## config.mk

```make
export PLATFORM = sky130hd
export DESIGN_NAME = segment_sequencer
export DESIGN_NICKNAME = d
export VERILOG_FILES = /design/src/rtl/seg_pkg.sv /design/src/rtl/segment_sequencer.sv
export SDC_FILE = /design/constraint.sdc
export NUM_CORES = 1
export LEC_CHECK = 0
export ABC_AREA = 0
export CAP_MARGIN = 25
export CORE_ASPECT_RATIO = 1.75
export CORE_MARGIN = 2
export CORE_UTILIZATION = 39
export CTS_BUF_LIST = sky130_fd_sc_hd__clkbuf_2
export CTS_CLUSTER_SIZE = 12
export DETAILED_ROUTE_END_ITERATION = 8
export HOLD_SLACK_MARGIN = 0.12
export PLACE_DENSITY = 0.85
export SETUP_SLACK_MARGIN = 0.3
export SYNTH_ARGS = -nofsm -noshare
export SYNTH_HDL_FRONTEND = slang
export SYNTH_SLANG_ARGS = --single-unit
```

## constraint.sdc

```tcl
create_clock -name clk -period 4.71 [get_ports clk]
set_input_delay 1.413 -clock clk [delete_from_list [all_inputs] [get_ports clk]]
set_output_delay 1.413 -clock clk [all_outputs]
set_load 0.1 [all_outputs]
```

## src/rtl/seg_pkg.sv

```systemverilog
// Shared opcode constants and FSM state type for the segment sequencer.
package seg_pkg;

  localparam logic [7:0] OP_NOP   = 8'h00;
  localparam logic [7:0] OP_MOVE  = 8'h01;
  localparam logic [7:0] OP_DWELL = 8'h02;

  typedef enum logic [2:0] {
    S_IDLE,
    S_CHECK,
    S_ISSUE,
    S_WAIT_DONE,
    S_FAULT
  } seq_state_t;

endpackage

```

## src/rtl/segment_sequencer.sv

```systemverilog
// Pops records from the record fifo, decodes the opcode and hands motion
// segments to the executor, with abort, sticky fault and record/underrun counters.
module segment_sequencer
  import seg_pkg::*;
#(
  parameter int WordSize    = 8,
  parameter int RecordWords = 16,
  parameter int CountWidth  = 16,
  localparam int RecordSizeBits = WordSize * RecordWords
) (
  input  logic                      clk,
  input  logic                      rst,
  input  logic                      enable,
  input  logic                      abort,
  input  logic                      clear_error,
  input  logic                      fifo_empty,
  input  logic [RecordSizeBits-1:0] fifo_record,
  output logic                      fifo_read_en,
  output logic                      seg_valid,
  input  logic                      seg_ready,
  output logic [RecordSizeBits-1:0] seg_data,
  input  logic                      seg_done,
  output logic                      busy,
  output logic                      error,
  output logic [CountWidth-1:0]     record_count,
  output logic [CountWidth-1:0]     underrun_count
);

  seq_state_t                state_q;
  logic                      segValid_q;
  logic [RecordSizeBits-1:0] segData_q;
  logic                      error_q;
  logic [CountWidth-1:0]     recordCount_q;
  logic [CountWidth-1:0]     underrunCount_q;

  logic                      popAllowed;
  logic [7:0]                opcode;

  // A pop is only legal from IDLE or on the completing cycle of a segment.
  assign popAllowed   = enable && !fifo_empty && !abort && !error_q;
  assign fifo_read_en = popAllowed &&
                        ((state_q == S_IDLE) || ((state_q == S_WAIT_DONE) && seg_done));
  assign opcode       = segData_q[7:0];

  always_ff @(posedge clk) begin
    if (rst) begin
      state_q         <= S_IDLE;
      segValid_q      <= 1'b0;
      segData_q       <= '0;
      error_q         <= 1'b0;
      recordCount_q   <= '0;
      underrunCount_q <= '0;
    end else begin
      if (fifo_read_en) begin
        segData_q <= fifo_record;
      end
      unique case (state_q)
        S_IDLE: begin
          segValid_q <= 1'b0;
          if (fifo_read_en) begin
            state_q <= S_CHECK;
          end
        end
        S_CHECK: begin
          if (abort) begin
            state_q <= S_IDLE;
          end else if (opcode == OP_NOP) begin
            recordCount_q <= recordCount_q + CountWidth'(1);
            state_q       <= S_IDLE;
          end else if ((opcode == OP_MOVE) || (opcode == OP_DWELL)) begin
            segValid_q <= 1'b1;
            state_q    <= S_ISSUE;
          end else begin
            error_q <= 1'b1;
            state_q <= S_FAULT;
          end
        end
        S_ISSUE: begin
          // abort outranks a handshake landing in the same cycle
          if (abort) begin
            segValid_q <= 1'b0;
            state_q    <= S_IDLE;
          end else if (seg_ready) begin
            segValid_q <= 1'b0;
            state_q    <= S_WAIT_DONE;
          end
        end
        S_WAIT_DONE: begin
          if (abort) begin
            state_q <= S_IDLE;
          end else if (seg_done) begin
            recordCount_q <= recordCount_q + CountWidth'(1);
            if (fifo_read_en) begin
              state_q <= S_CHECK;
            end else begin
              if (enable && fifo_empty && (underrunCount_q != '1)) begin
                underrunCount_q <= underrunCount_q + CountWidth'(1);
              end
              state_q <= S_IDLE;
            end
          end
        end
        S_FAULT: begin
          segValid_q <= 1'b0;
          if (clear_error) begin
            error_q <= 1'b0;
            state_q <= S_IDLE;
          end
        end
        default: begin
          segValid_q <= 1'b0;
          state_q    <= S_IDLE;
        end
      endcase
    end
  end

  assign seg_valid      = segValid_q;
  assign seg_data       = segData_q;
  assign busy           = (state_q != S_IDLE);
  assign error          = error_q;
  assign record_count   = recordCount_q;
  assign underrun_count = underrunCount_q;

endmodule

```

After elaboration in Yosys (flattened, before gate mapping)
Index checks and enable logic that the tools add are counted.

word-level totals
  bits in registers = 165
  input bits = 136
  logic and storage cells = 78

cells by class
  add/subtract/negate cells = 2
  equal/unequal tests = 18
  muxes and demuxes = 27
  bitwise gates (word level) = 3
  reductions and logical operators = 22

operators with widths
  kind                                                  number
  2-to-1 mux 16 bit                                     4
  adder 16 x 1 -> 16 bit (second input constant)        2
  one-hot mux 16 bit (2 select lines)                   1
  2-to-1 mux 3 bit                                      9
  AND reduction 5 bit                                   4
  != test 2 bit (second input constant)                 9
  != test 16 bit (second input constant)                1
  one-hot mux 3 bit (5 select lines)                    1
  2-to-1 mux 1 bit                                      10
  equality test 8 x 1 -> 1 bit (second input constant)  1
  equality test 8 x 2 -> 1 bit (second input constant)  1
  logical NOT 8 bit                                     1
  logical AND 1 bit                                     7
  equality test 3 x 2 -> 1 bit (second input constant)  2
  != test 3 bit (second input constant)                 2
  AND reduction 4 bit                                   1
  nonzero test 2 bit                                    2
  equality test 3 x 1 -> 1 bit (second input constant)  1
  equality test 3 bit (second input constant)           1
  logical NOT 1 bit                                     3
  logical NOT 3 bit                                     1
  NOT 1 bit                                             3
  one-hot mux 1 bit (3 select lines)                    1
  nonzero test 3 bit                                    1
  other kinds (2)                                       3

Logic depth before layout (Yosys ltp)
Gate-level depths: netlist of run 1.

  depth in word-level cells = 9
  mapped depth = 7
  gate-level depth less buffers = 5

Worst setup path before layout of run 1
Ideal clock, no wire load.

  path type = input port to output port
  start = input port seg_done
  end = output port fifo_read_en
  data arrival time = 2.882 ns
  required time = 3.297 ns
  slack = 0.415 ns
  cell stages on the path = 4
  buffers on the path = 1
  path through = and3_1 o2111ai_1 inv_2 clkbuf_1

on the way
  cells in the longest elaborated chain, start to end = 3

ends and longest elaborated chain
  element             RTL line                 text
  start: declaration  segment_sequencer.sv:22  input logic seg_done,
  logical AND 1 bit   segment_sequencer.sv:42  ((state_q == S_IDLE) || ((state_q == S_WAIT_DONE) && seg_done));
  logical OR 1 bit    segment_sequencer.sv:42
  logical AND 1 bit   segment_sequencer.sv:41  assign fifo_read_en = popAllowed &&
  end: declaration    segment_sequencer.sv:18  output logic fifo_read_en,

Every way passes these cells.

Worst setup path in the final report of run 1
  start = input port abort
  end = output port fifo_read_en

on the way
  cells in the longest elaborated chain, start to end = 4

ends and longest elaborated chain
  element                         RTL line                 text
  start: declaration              segment_sequencer.sv:14  input logic abort,
  logical NOT 1 bit               segment_sequencer.sv:40  assign popAllowed = enable && !fifo_empty && !abort && !error_q;
  logical AND 1 bit (2 in a row)  segment_sequencer.sv:40
  logical AND 1 bit               segment_sequencer.sv:41

Every way passes these cells.

==> impl_metrics.json, run 1 <==
{
  "wirelength_um": 19780,
  "max_cap_violations": 0,
  "synth_top_area_cell": "dfxtp_1",
  "fin_nets": 1218,
  "dieArea_um2": 17850,
  "hold_viol": 0,
  "clk_path_buf_depth": 2,
  "synth_warnings": 0,
  "clkSinkCount": 165,
  "p_leak_uw": 0.003398,
  "worstSetupEndpointType": "output pin",
  "worst_setup_path_start_kind": "input port",
  "max_freq_mhz": 246.3,
  "rsz0062_at_grt": "no",
  "track_usage": 0.2216,
  "grt_max_degree": 132,
  "cts_resized": 0,
  "final_cells": 1315,
  "wire_per_inst_um": 15.04,
  "cts-root-buf": "clkbuf_2",
  "grt_pass1_wl_um": 31180,
  "numCtsBuffers": 17,
  "antenna_found_initial": 1,
  "synth_cells": 814,
  "first_iter_violations": 259,
  "worst_clock_skew_ns": 0.03825,
  "areaGrowthSynthToFinish_pct": 50.69,
  "ant_nets": 0,
  "ys_async_sr_fraction": 0,
  "postCtsHoldBufs": 0,
  "start_util": 0.3973,
  "ys.flop_type": "dfxtp_1",
  "clkLatencyLatePin_ns": 0.70,
  "synth_seq_cells": 165,
  "p_per_area_nw_per_um2": 287.3,
  "drive_gt1_frac": 0.04679,
  "htree_num_levels": 4,
  "vias_per_cell": 4.979,
  "critPathMaxFanout": 7,
  "outcome": "completed",
  "clk_pin_slew_ns": 0.24,
  "synth_top_area_frac": 0.5056,
  "max_slew_margin": 0.2903,
  "first_pass_iters": 4,
  "tritoncts": "built",
  "drc": 0,
  "synth_area_leaders": "dfxtp_1, nand2_1, a21oi_1",
  "hold_path_class": "reg2reg",
  "die_width_um": 101.8,
  "tns_ns": 0,
  "path_cells": "clkdlybuf4s50_1, nor2_4, o2111ai_4, inv_4, buf_12",
  "arrival_ns": 2.65,
  "fin_crit_ns": 4.060,
  "vias": 6548,
  "grt_pass1_vias": 6373,
  "dpl.cell_count": 1285,
  "portBuffers": 299,
  "worst_pin_slew_ns": 1.061,
  "peakVddDrop_mv": 0.1919,
  "synthDistinctLibCells": 42,
  "syn-num-nets": 952,
  "pin_count": 300,
  "rows": 62,
  "slowest_stage": "clkdlybuf4s50_1",
  "die_y_um": 175.2,
  "seq_area_frac_synth": 0.5056,
  "grt_overflow": 0,
  "dp_hpwl_um": 13920,
  "netlist_area_um2": 6534,
  "crit_type": "in2out",
  "setup_violations": 0,
  "cts_setup_buffers": 0,
  "synth_edf_count": 0,
  "post-route-period-util": 0.8619,
  "max_stage_delay_ns": 0.54,
  "gp_congestion": 0.8217,
  "total_power_uw": 2828,
  "synth_common_cells": "nand2_1, dfxtp_1, a21oi_1, nor2_1, buf_2",
  "coreArea_um2": 16450,
  "n_fill_cell": 1440,
  "slew_viol_final": 0,
  "yosysMostFrequentCell": "nand2_1",
  "required_ns": 3.30,
  "syn_area_per_cell_um2": 8.027
}
## layer usage
| metal | part of all wire | track usage | wire length, µm |
|---|---|---|---|
| met3 | 0.068 | 0.07440 | 1350 |
| met5 | 0 | 0 | 0 |
| met4 | 0.043 | 0.1089 | 846 |
| met2 | 0.53 | 0.3857 | 10390 |
| met1 | 0.36 | 0.2335 | 7193 |
## through the flow
step                      hold slack, ns  utilization  setup WS [ns]  area [µm²]
after floorplan                   0.5409            -         0.4150        6534
after global placement            0.4405       0.5845         0.6193        9613
after detailed placement          0.4455       0.5845         0.5635        9613
after CTS                         0.4688       0.5985         0.5645        9843
after global routing              0.4854       0.5987         0.4458        9846
final                             0.4672       0.5987         0.6504        9846
## path summary, 6_finish.rpt
kind / startpoint / end / slack [ns] / cells after the start
setup / recovery: abort / fifo_read_en / 0.65 / 5
hold / removal: seg_data[118] / seg_data[118] / 0.47 / 2
setup reg to reg: state_q[1] / seg_data[94] / 1.84 / 7
hold reg to reg: seg_data[118] / seg_data[118] / 0.47 / 2
## critical path: cells and delay by family
| family | cells | cell delay [ns] |
|---|---|---|
| and+or+nand+nor | 1 | 0.25 |
| buffers and inverters | 3 | 0.80 |
| AOI/OAI and AO/OA | 1 | 0.17 |
## cell type report
type	instances	area, µm²	share of cell area
Timing Repair Buffer	305	3049	0.3097
Antenna cell	1	2.502	0.0002542
Multi-Input combinational cell	584	2952	0.2998
Tap cell	224	280.3	0.02847
Clock buffer	19	95.09	0.009658
Clock inverter	10	135.1	0.01372
Inverter	7	28.78	0.002923
Sequential cell	165	3303	0.3355
## kinds of logic after synthesis
family | count (synthesis) | share of synthesized area
AOI/OAI and AO/OA | 173 | 0.1421
buffers and inverters | 65 | 0.04538
DFF | 165 | 0.5056
xor gates and xnor gates | 1 | 0.001341
adders and majority gates | 2 | 0.003829
and+or+nand+nor | 386 | 0.2639
muxes | 22 | 0.03792
## sequential cells by signal (all words and copies together), names as in the netlist
name	flops
state_q	3
underrun_count	16
seg_valid	1
record_count	16
seg_data	128
error	1
## cells in the final DEF (no fill, tap or decap), types with 3 or more instances in the layout
cell / count
a21oi_1: 149
and2_1: 4
and3_1: 4
and4_1: 5
buf_4: 6
bufinv_16: 3
clkbuf_2: 19
clkdlybuf4s50_1: 297
clkinv_2: 3
clkinvlp_4: 4
dfxtp_1: 165
inv_1: 6
mux2_1: 20
nand2_1: 270
nand3_1: 12
nand4_1: 7
nor2_1: 32
nor2b_1: 21
nor3_1: 4
nor4_1: 7
o21ai_0: 4
o31ai_1: 5
or4_1: 7
## report_power, final
group | internal [µW] | switching (µW) | leakage, µW
clock | 287 | 479 | 0.000134
sequential | 1440 | 22.4 | 0.00134
combinational | 195 | 407 | 0.00193
(Power assumes the default switching activity.)
==> inputs of run 2 (changes only) <==
SKIP_LAST_GASP = 1   (was not set)
==> results of run 2 <==
No change in the layout: final DEF, timing and power equal those of run 1.
